--- src/rtl/dmem_port_arbiter_if.sv ---
// ============================================================================
// Module  : dmem_port_arbiter_if
// Desc    : Requester (core/loader) and memory-side signal bundle of the arbiter
// Rev     : 1.0 - initial release
// ============================================================================
`default_nettype none

interface dmem_port_arbiter_if #(
  parameter int ADDR_W = 32,
  parameter int DATA_W = 32
);
  logic              req_c;
  logic              we_c;
  logic [ADDR_W-1:0] addr_c;
  logic [DATA_W-1:0] wdata_c;
  logic              gnt_c;
  logic              rvalid_c;
  logic [DATA_W-1:0] rdata_c;

  logic              req_l;
  logic              we_l;
  logic [ADDR_W-1:0] addr_l;
  logic [DATA_W-1:0] wdata_l;
  logic              gnt_l;
  logic              rvalid_l;
  logic [DATA_W-1:0] rdata_l;
  logic              lock_l;

  logic              mem_en;
  logic              mem_we;
  logic [ADDR_W-1:0] mem_addr;
  logic [DATA_W-1:0] mem_wdata;
  logic [DATA_W-1:0] mem_rdata;
  logic [1:0]        owner;

  // Environment side: both requesters plus the memory model.
  modport master (
    output req_c, we_c, addr_c, wdata_c,
    output req_l, we_l, addr_l, wdata_l, lock_l,
    output mem_rdata,
    input  gnt_c, rvalid_c, rdata_c,
    input  gnt_l, rvalid_l, rdata_l,
    input  mem_en, mem_we, mem_addr, mem_wdata, owner
  );

  modport slave (
    input  req_c, we_c, addr_c, wdata_c,
    input  req_l, we_l, addr_l, wdata_l, lock_l,
    input  mem_rdata,
    output gnt_c, rvalid_c, rdata_c,
    output gnt_l, rvalid_l, rdata_l,
    output mem_en, mem_we, mem_addr, mem_wdata, owner
  );
endinterface

`default_nettype wire

--- src/rtl/dmem_port_arbiter.sv ---
// ============================================================================
// Module  : dmem_port_arbiter
// Desc    : Round-robin core/loader arbiter for a single-port synchronous dmem
// Rev     : 1.0 - initial release
// ============================================================================
`default_nettype none

module dmem_port_arbiter #(
  parameter int ADDR_W = 32,
  parameter int DATA_W = 32
) (
  input  wire logic          CLK,
  input  wire logic          RESET,
  dmem_port_arbiter_if.slave bus
);

  typedef enum logic [1:0] {
    ST_IDLE   = 2'd0,
    ST_ACCESS = 2'd1,
    ST_RESP   = 2'd2
  } state_t;

  localparam logic [1:0] C_OWN_NONE = 2'b00;
  localparam logic [1:0] C_OWN_CORE = 2'b01;
  localparam logic [1:0] C_OWN_LDR  = 2'b10;

  state_t            r_state;
  state_t            w_state_nxt;
  logic              r_own_l;
  logic              r_last_l;
  logic              r_we;
  logic [ADDR_W-1:0] r_addr;
  logic [DATA_W-1:0] r_wdata;

  logic              w_req_c;
  logic              w_req_l;
  logic              w_take;
  logic              w_pick_l;

  always_ff @(posedge CLK or posedge RESET) begin
    if (RESET) begin
      r_state  <= ST_IDLE;
      r_own_l  <= 1'b0;
      r_last_l <= 1'b1;
      r_we     <= 1'b0;
      r_addr   <= '0;
      r_wdata  <= '0;
    end else begin
      r_state <= w_state_nxt;
      if (w_take) begin
        r_own_l  <= w_pick_l;
        r_last_l <= w_pick_l;
        r_we     <= w_pick_l ? bus.we_l    : bus.we_c;
        r_addr   <= w_pick_l ? bus.addr_l  : bus.addr_c;
        r_wdata  <= w_pick_l ? bus.wdata_l : bus.wdata_c;
      end
    end
  end

  always_comb begin
    w_state_nxt = r_state;
    w_take      = 1'b0;
    w_pick_l    = 1'b0;
    w_req_c     = bus.req_c & ~bus.lock_l;
    w_req_l     = bus.req_l;

    case (r_state)
      ST_IDLE: begin
        if (w_req_c || w_req_l) begin
          w_take      = 1'b1;
          // On a tie the requester that did not win last time goes first.
          w_pick_l    = w_req_l & (~w_req_c | ~r_last_l);
          w_state_nxt = ST_ACCESS;
        end
      end
      ST_ACCESS: w_state_nxt = r_we ? ST_IDLE : ST_RESP;
      ST_RESP:   w_state_nxt = ST_IDLE;
      default:   w_state_nxt = ST_IDLE;
    endcase
  end

  // Outputs decode from registered state only, so reset clears them at once.
  always_comb begin
    bus.mem_en    = (r_state == ST_ACCESS);
    bus.mem_we    = (r_state == ST_ACCESS) & r_we;
    bus.mem_addr  = r_addr;
    bus.mem_wdata = r_wdata;
    bus.gnt_c     = (r_state == ST_ACCESS) & ~r_own_l;
    bus.gnt_l     = (r_state == ST_ACCESS) &  r_own_l;
    bus.rvalid_c  = (r_state == ST_RESP)   & ~r_own_l;
    bus.rvalid_l  = (r_state == ST_RESP)   &  r_own_l;
    bus.rdata_c   = bus.rvalid_c ? bus.mem_rdata : '0;
    bus.rdata_l   = bus.rvalid_l ? bus.mem_rdata : '0;
    if (r_state == ST_IDLE) begin
      bus.owner = C_OWN_NONE;
    end else begin
      bus.owner = r_own_l ? C_OWN_LDR : C_OWN_CORE;
    end
  end

endmodule

`default_nettype wire

--- src/flat_wrapper.sv ---
// flat-port wrapper written by rule: the top's interface ports become plain ports
module dmem_port_arbiter_flat 
#(
  parameter int ADDR_W = 32,
  parameter int DATA_W = 32
)
  (CLK, RESET, bus_req_c, bus_we_c, bus_addr_c, bus_wdata_c, bus_req_l, bus_we_l, bus_addr_l, bus_wdata_l, bus_lock_l, bus_mem_rdata, bus_gnt_c, bus_rvalid_c, bus_rdata_c, bus_gnt_l, bus_rvalid_l, bus_rdata_l, bus_mem_en, bus_mem_we, bus_mem_addr, bus_mem_wdata, bus_owner);
  dmem_port_arbiter_if #(.ADDR_W(ADDR_W), .DATA_W(DATA_W)) bus_i ();
  input  wire logic CLK;
  input  wire logic RESET;
  input wire logic [$bits(bus_i.req_c)-1:0] bus_req_c;
  input wire logic [$bits(bus_i.we_c)-1:0] bus_we_c;
  input wire logic [$bits(bus_i.addr_c)-1:0] bus_addr_c;
  input wire logic [$bits(bus_i.wdata_c)-1:0] bus_wdata_c;
  input wire logic [$bits(bus_i.req_l)-1:0] bus_req_l;
  input wire logic [$bits(bus_i.we_l)-1:0] bus_we_l;
  input wire logic [$bits(bus_i.addr_l)-1:0] bus_addr_l;
  input wire logic [$bits(bus_i.wdata_l)-1:0] bus_wdata_l;
  input wire logic [$bits(bus_i.lock_l)-1:0] bus_lock_l;
  input wire logic [$bits(bus_i.mem_rdata)-1:0] bus_mem_rdata;
  output wire logic [$bits(bus_i.gnt_c)-1:0] bus_gnt_c;
  output wire logic [$bits(bus_i.rvalid_c)-1:0] bus_rvalid_c;
  output wire logic [$bits(bus_i.rdata_c)-1:0] bus_rdata_c;
  output wire logic [$bits(bus_i.gnt_l)-1:0] bus_gnt_l;
  output wire logic [$bits(bus_i.rvalid_l)-1:0] bus_rvalid_l;
  output wire logic [$bits(bus_i.rdata_l)-1:0] bus_rdata_l;
  output wire logic [$bits(bus_i.mem_en)-1:0] bus_mem_en;
  output wire logic [$bits(bus_i.mem_we)-1:0] bus_mem_we;
  output wire logic [$bits(bus_i.mem_addr)-1:0] bus_mem_addr;
  output wire logic [$bits(bus_i.mem_wdata)-1:0] bus_mem_wdata;
  output wire logic [$bits(bus_i.owner)-1:0] bus_owner;
  assign bus_i.req_c = bus_req_c;
  assign bus_i.we_c = bus_we_c;
  assign bus_i.addr_c = bus_addr_c;
  assign bus_i.wdata_c = bus_wdata_c;
  assign bus_i.req_l = bus_req_l;
  assign bus_i.we_l = bus_we_l;
  assign bus_i.addr_l = bus_addr_l;
  assign bus_i.wdata_l = bus_wdata_l;
  assign bus_i.lock_l = bus_lock_l;
  assign bus_i.mem_rdata = bus_mem_rdata;
  assign bus_gnt_c = bus_i.gnt_c;
  assign bus_rvalid_c = bus_i.rvalid_c;
  assign bus_rdata_c = bus_i.rdata_c;
  assign bus_gnt_l = bus_i.gnt_l;
  assign bus_rvalid_l = bus_i.rvalid_l;
  assign bus_rdata_l = bus_i.rdata_l;
  assign bus_mem_en = bus_i.mem_en;
  assign bus_mem_we = bus_i.mem_we;
  assign bus_mem_addr = bus_i.mem_addr;
  assign bus_mem_wdata = bus_i.mem_wdata;
  assign bus_owner = bus_i.owner;
  dmem_port_arbiter #(.ADDR_W(ADDR_W), .DATA_W(DATA_W)) u_core (.CLK(CLK), .RESET(RESET), .bus(bus_i));
endmodule
--- config.mk ---
export PLATFORM = sky130hd
export DESIGN_NAME = dmem_port_arbiter_flat
export DESIGN_NICKNAME = d
export VERILOG_FILES = /design/src/rtl/dmem_port_arbiter_if.sv /design/src/rtl/dmem_port_arbiter.sv /design/src/flat_wrapper.sv
export SDC_FILE = /design/constraint.sdc
export NUM_CORES = 1
export LEC_CHECK = 0
export CAP_MARGIN = 20
export CORE_AREA = 2 2 119 121
export CTS_BUF_LIST = sky130_fd_sc_hd__clkbuf_16
export DETAILED_ROUTE_END_ITERATION = 7
export DIE_AREA = 0 0 121 123
export GPL_ROUTABILITY_DRIVEN = 0
export MAX_ROUTING_LAYER = met4
export PLACE_DENSITY_LB_ADDON = 0.3
export SYNTH_ARGS = -nofsm -noshare
export SYNTH_HDL_FRONTEND = slang
export SYNTH_SLANG_ARGS = --single-unit
--- constraint.sdc ---
create_clock -name CLK -period 2.45 [get_ports CLK]
set_input_delay 0.49 -clock CLK [delete_from_list [all_inputs] [get_ports CLK]]
set_output_delay 0.49 -clock CLK [all_outputs]
set_load 0.005 [all_outputs]
==> reports/metrics.cfg, run 1 <==
[outcome]
status=completed

[clock_network]
cts_max_path_buffers=2
clkLatencyLatePin_ns=0.33
htreeDepth=3
clock_tree.root_cell=clkbuf_16
clkTransAtPathRegs_ns=0.06
cts.sinks=69
numCtsBuffers=9
hold_buffers=0
cts_tree=built

[die]
io_pins=303
fp.dieH_um=123
floorplan.core_area_um2=13600
initial_core_util=0.263
die_w_um=121
dieArea_um2=14900
rows=43

[logic_synthesis]
synth-seq-cells=69
synthDistinctLibCells=21
async_flop_share=1.00
ys_seq_area_frac=0.484
synth.most_common_cell=nand2_1
synth_top_area_frac=0.476
synth_area_leaders=dfrtp_1 48%, nand2_1 14%, a31oi_1 11%
syn_nets=616
synth_area_um2=3570
synth-main-ff-cell=dfrtp_1
avgSynthCellArea_um2=7.96
ys_top_cells_by_count=130 x nand2_1, 70 x nor2_1, 68 x dfrtp_1
synth_top_cell_by_area=dfrtp_1
syn_inst=449
yosysWarnings=0
synth_edf_count=0

[finish]
area_growth_pct=105
drive_above_1_share=0.0561
n_antenna_cell=0
nNetsFinal=910

[placement]
hpwl_mm=10.4
post-place-ws_ns=0.314
io_buffers=302

[timing]
drv_slew=0
final-hold-violation-count=0
finalSetupViolations=0
relSlewSlack=0.737
holdWs_ns=0.461
finClkSkew_ns=0.00738
period_minus_slack_ns=2.44
tns_ns=0
tightest_slew_ns=0.395
worst_slack_ns=0.0146
fmax_mhz=411
period_share=0.994
rsz0062_at_grt=yes

[power_and_ir_drop]
p_per_area_nw_per_um2=910
leakagePower_nw=3.94
vdd_drop_max_v=0.000504

[critical_path]
path_buf_inv=3
slowest_stage=clkdlybuf4s50_1
worst_setup_path_end_kind=output pin
max_stage_delay_ns=0.53
path_class=reg -> out
cp_top_family=buffers and inverters
crit_fanout=33
critPathRequiredTime_ns=1.96
worstPathCellList=buf_4 > nor3b_4 > buf_12 > and2_1 > clkdlybuf4s50_1
arrival_ns=1.95
r2r_slack_ns=0.73
start_kind=flip-flop

[job]
maxCapViolCount=0

[route]
viasPerCell=4.51
drc_errors=0
drt-initial-drc-count=163
dr.pass1.iters=4
finalWirelength_mm=14.0
dr_total_vias=4188
final_antenna_net_count=0
wl_per_cell_um=15.1

[global_route]
grt_pass1_vias=4050
grt_max_degree=79
grt_pass1_wl_mm=20.1
grt_remaining_overflow=0
antenna_found_initial=0
grt_use_total=0.175

[hold_path]
hold_path.class=reg -> reg

registers in the layout, indices dropped and copies added, names as in the netlist:
name / cells
u_core.r_last_l: 1
u_core.r_state: 2
u_core.bus.mem_wdata: 32
u_core.r_we: 1
u_core.r_own_l: 1
u_core.bus.mem_addr: 32
layer usage:
layer | track usage | wire length [µm]
met5 | - | 0
met4 | 0.0494 | 181
met3 | 0.0397 | 1060
met2 | 0.332 | 7700
met1 | 0.181 | 5110
worst reg2reg max path, delay by kind of cell (launching register included):
| family | cells | cell delay [ns] |
|---|---|---|
| flops | 1 | 0.45 |
| simple gates | 3 | 0.53 |
| buf+inv | 2 | 0.49 |
| compound gates | 1 | 0.18 |
path summary, 6_finish.rpt:
| kind | startpoint | end | depth (start not counted) |
|---|---|---|---|
| min in group asynchronous | RESET | u_core.bus.mem_addr[28]$_DFFE_PP0P_ | 3 |
| worst min register to register | u_core.r_we$_DFFE_PP0P_ | u_core.r_state[1]$_DFFE_PP0P_ | 1 |
| max in group asynchronous | RESET | u_core.r_last_l$_DFFE_PP1P_ | 3 |
| worst max-delay path | u_core.r_own_l$_DFFE_PP0P_ | bus_rdata_c[31] | 5 |
| worst min-delay path | u_core.r_we$_DFFE_PP0P_ | u_core.r_state[1]$_DFFE_PP0P_ | 1 |
| worst max register to register | u_core.r_state[0]$_DFFE_PP0P_ | u_core.bus.mem_wdata[10]$_DFFE_PP0P_ | 6 |
logic make-up (layout without fill, tap and decap cells):
| kind of cell | count (synthesis) | count (layout) | synth area share |
|---|---|---|---|
| AOI/OAI and AO/OA | 68 | 68 | 0.119 |
| DFF | 69 | 69 | 0.484 |
| buffers and inverters | 39 | 338 | 0.0564 |
| and+or+nand+nor | 273 | 273 | 0.341 |
cell usage in the layout (no fill, tap or decap), drive strengths merged:
master         Yosys  routed
nor3b              2       2
nor2b              1       1
dfrtp             68      68
clkbuf             8      10
nand2b             1       1
nor2              71      71
nand3              1       1
o21ai              2       2
dlygate4sd2        0       7
clkinvlp           0       2
bufinv             0       1
and2              65      65
clkinv             0       3
clkdlybuf4s50      0     241
inv                4       5
dfstp              1       1
o21a               1       1
buf               27      15
a31oi             65      65
nand2            130     130
nand3b             1       1
and3               1       1
dlymetal6s2s       0      54
cell type report:
class / count / area (µm²)
fillers: 1265 / 6300
multi-input cells: 341 / 1680
inverters: 4 / 15.0
well taps: 180 / 225
clock buffers: 9 / 225
clock inverters: 7 / 67.6
flip-flops and latches: 69 / 1730
repair buffers: 318 / 3370
where the power goes:
part           leakage (nW)  total, W  switching, W  internal [W]
sequential            0.769   0.00203      0.000313       0.00172
combinational          3.03   0.00334       0.00141       0.00194
clock                 0.143   0.00128      0.000499      0.000782
total                  3.94   0.00665       0.00222       0.00443
repair_timing:
action,4_1_cts,5_1_grt
pin swaps,1,1
endpoints found under the setup margin,29,57
gates resized for setup,8,65
buffers inserted,0,6
gates cloned,0,1
through the flow:
stage	std cells	util	power [W]	instance area (µm²)
2_1_floorplan	449	-	0.00338	3570
5_1_grt	928	0.537	0.00713	7310
4_1_cts	921	0.520	0.00668	7070
6_report	928	0.537	0.00665	7310
3_5_place_dp	905	0.498	0.00538	6780
3_3_place_gp	905	0.498	0.00530	6780
No activity file was read; power rests on OpenSTA's default activity.
==> inputs of run 2 (changes only) <==
==> constraint.sdc (replaced) <==
create_clock -name CLK -period 2.4 [get_ports CLK]
set_input_delay 0.48 -clock CLK [delete_from_list [all_inputs] [get_ports CLK]]
set_output_delay 0.48 -clock CLK [all_outputs]
set_load 0.005 [all_outputs]
==> run 2 against run 1 <==
Total power grew 4.9%. Via count grew 0.69%. Cell count is the same. Design area shrank 1.5%. Worst setup slack gained 0.0016 ns. Clock skew shrank 0.00063 ns. First-iteration DRC count shrank 16%. Register-to-register slack lost 0.02 ns. Non-clock buffer count is the same. Sequential cell count is the same. Utilization shrank 0.83 points. Global-route usage grew 0.53 points. Critical endpoint is now bus_rdata_c[14]. Largest cell class unchanged. Highest routed layer unchanged.
==> reports/metrics.cfg, run 2 (synthesized netlist as in run 1, its figures left out) <==
[clock_network]
cts.sinks=69  ; unchanged
clkTransAtPathRegs_ns=0.06  ; about the same
clock_tree.root_cell=clkbuf_16
numCtsBuffers=9  ; unchanged
hold_buffers=0  ; unchanged
htreeDepth=3  ; unchanged
clkLatencyLatePin_ns=0.33  ; about the same
cts_max_path_buffers=2  ; unchanged
cts_tree=built

[global_route]
grt_pass1_vias=4143  ; +2.3%
grt_pass1_wl_mm=20.5  ; +2.1%
antenna_found_initial=0  ; unchanged
grt_max_degree=83  ; +5.1%
grt_remaining_overflow=0  ; unchanged
grt_use_total=0.181  ; +0.00526

[finish]
layout_common_cells=258 x clkdlybuf4s50_1, 130 x nand2_1, 70 x nor2_1
area_growth_pct=101
final_core_util=0.529  ; -0.00827
final_cells=928  ; unchanged
nNetsFinal=910  ; unchanged
layout_commonest_cell=clkdlybuf4s50_1
n_antenna_cell=0  ; unchanged
multiInputGateArea_um2=1670  ; -0.37%
fillers=1284  ; +1.5%
final_area_um2=7200  ; -1.5%
drive_above_1_share=0.0535  ; -0.00267
seqCellArea_um2=1730  ; about the same

[critical_path]
start_kind=flip-flop
setup.worst_path.start=u_core.r_own_l$_DFFE_PP0P_
worst_setup_path_end_kind=output pin
r2r_slack_ns=0.71  ; -0.02 ns
arrival_ns=1.90  ; -0.05 ns
endpoint=bus_rdata_c[14]
rr_startpoint=u_core.r_state[0]$_DFFE_PP0P_
crit_fanout=33  ; unchanged
critPathRequiredTime_ns=1.92  ; -0.04 ns
path_class=reg -> out
rr_endpoint=u_core.bus.mem_addr[6]$_DFFE_PP0P_
reg2reg_depth=5  ; -1

[die]
die_w_um=121  ; unchanged
io_pins=303  ; unchanged
initial_core_util=0.263  ; unchanged
dieArea_um2=14900  ; unchanged
fp.dieH_um=123  ; unchanged
floorplan.core_area_um2=13600  ; unchanged
rows=43  ; unchanged

[timing]
drv_slew=0  ; unchanged
rsz0062_at_grt=yes
tns_ns=0  ; unchanged
period_minus_slack_ns=2.38
finClkSkew_ns=0.00676  ; -0.000626 ns
finalSetupViolations=0  ; unchanged
fmax_mhz=419
final-hold-violation-count=0  ; unchanged
period_share=0.993
relSlewSlack=0.684  ; -0.0533
tightest_slew_ns=0.475  ; +0.0800 ns

[route]
dr.pass1.iters=5  ; +1
wl_per_cell_um=14.9  ; -1.7%
drc_errors=0  ; unchanged
drt-initial-drc-count=137  ; -16%
viasPerCell=4.54  ; +0.69%
dr_total_vias=4217  ; +0.69%
final_antenna_net_count=0  ; unchanged
finalWirelength_mm=13.8  ; -1.7%

[placement]
hpwl_mm=10.6  ; +2.3%
dp.cells=906  ; +0.11%
dpl_cell_area_um2=6780  ; about the same
io_buffers=302  ; unchanged

[job]
maxCapViolCount=0  ; unchanged

[power_and_ir_drop]
net-switching-power_w=0.00226  ; +1.7%
p_sw_frac=0.323  ; -0.0101
vdd_drop_max_v=0.000441  ; -13%
p_per_area_nw_per_um2=970  ; +6.5%
total_power_w=0.00698  ; +4.9%
p_int_w=0.00472  ; +6.5%
seq_power_share=0.297  ; -0.008
leakagePower_nw=3.31  ; -16%
power_frac_clock=0.217  ; +0.024
p_comb_frac=0.486  ; -0.017

[hold_path]
hold_path.class=reg -> reg
hold_depth=1  ; unchanged

[outcome]
status=completed

run 2: cell types whose count changed in the layout (fill, tap and decap cells not counted), moves of 2 or more:
cell	delta
buf_4	+2
bufinv_16	+2
dlygate4sd2_1	+25
clkdlybuf4s50_1	+17
dlymetal6s2s_1	-42
run 2: final cells by class:
cell class	count	area share
Sequential cell	69	0.240
Clock buffer	9	0.0313
Tap cell	180	0.0313
Multi-Input combinational cell	341	0.232
Clock inverter	7	0.0160
Timing Repair Buffer	318	0.447
Inverter	4	0.00209
run 2: repair_timing:
item | in CTS | in global routing
resized for setup | 36 | 13
cloned | 1 | 0
buffers inserted | 3 | 2
endpoints found under the setup margin | 64 | 32
pin swaps | 1 | 1
run 2: worst min path at each step:
| stage | startpoint | endpoint | slack (ns) |
|---|---|---|---|
| floorplan | u_core.r_we$_DFFE_PP0P_ | u_core.r_state[1]$_DFFE_PP0P_ | 0.42 |
| global placement | u_core.r_we$_DFFE_PP0P_ | u_core.r_state[1]$_DFFE_PP0P_ | 0.45 |
| detailed placement | u_core.r_we$_DFFE_PP0P_ | u_core.r_state[1]$_DFFE_PP0P_ | 0.46 |
| CTS | u_core.r_we$_DFFE_PP0P_ | u_core.r_state[1]$_DFFE_PP0P_ | 0.47 |
| global route | u_core.r_we$_DFFE_PP0P_ | u_core.r_state[1]$_DFFE_PP0P_ | 0.51 |
| finish | u_core.r_we$_DFFE_PP0P_ | u_core.r_state[1]$_DFFE_PP0P_ | 0.47 |
run 2: metal layers:
metal,global-route usage,part of all wire,routed length [µm],vias up
li1,-,-,-,2053
met1,0.183,0.36,4900,1942
met2,0.332,0.53,7320,198
met3,0.0470,0.084,1160,24
met4,0.0727,0.031,424,0
met5,-,0,0,-
run 2: power groups by stage:
stage                     combinational (W)  sequential, W  clock [W]
final                               0.00339        0.00207    0.00152
after global placement              0.00335        0.00206          0
after detailed placement            0.00339        0.00210          0
after floorplan                     0.00134        0.00211          0
after global routing                0.00373        0.00215    0.00160
after CTS                           0.00344        0.00208    0.00155
run 2: through the flow:
step                setup slack [ns]  hold WS [ns]
global route                 -0.0775         0.508
global placement               0.278         0.449
finish                        0.0162         0.468
floorplan                      0.182         0.418
CTS                         -0.00827         0.467
detailed placement             0.259         0.461
run 2: worst max-delay path, cell delays in order, from the launching register on:
cell             delay (ns)
dfrtp_1                0.37
buf_4                  0.14
nor3b_2                0.17
buf_6                  0.22
and2_1                 0.16
clkdlybuf4s50_1        0.51
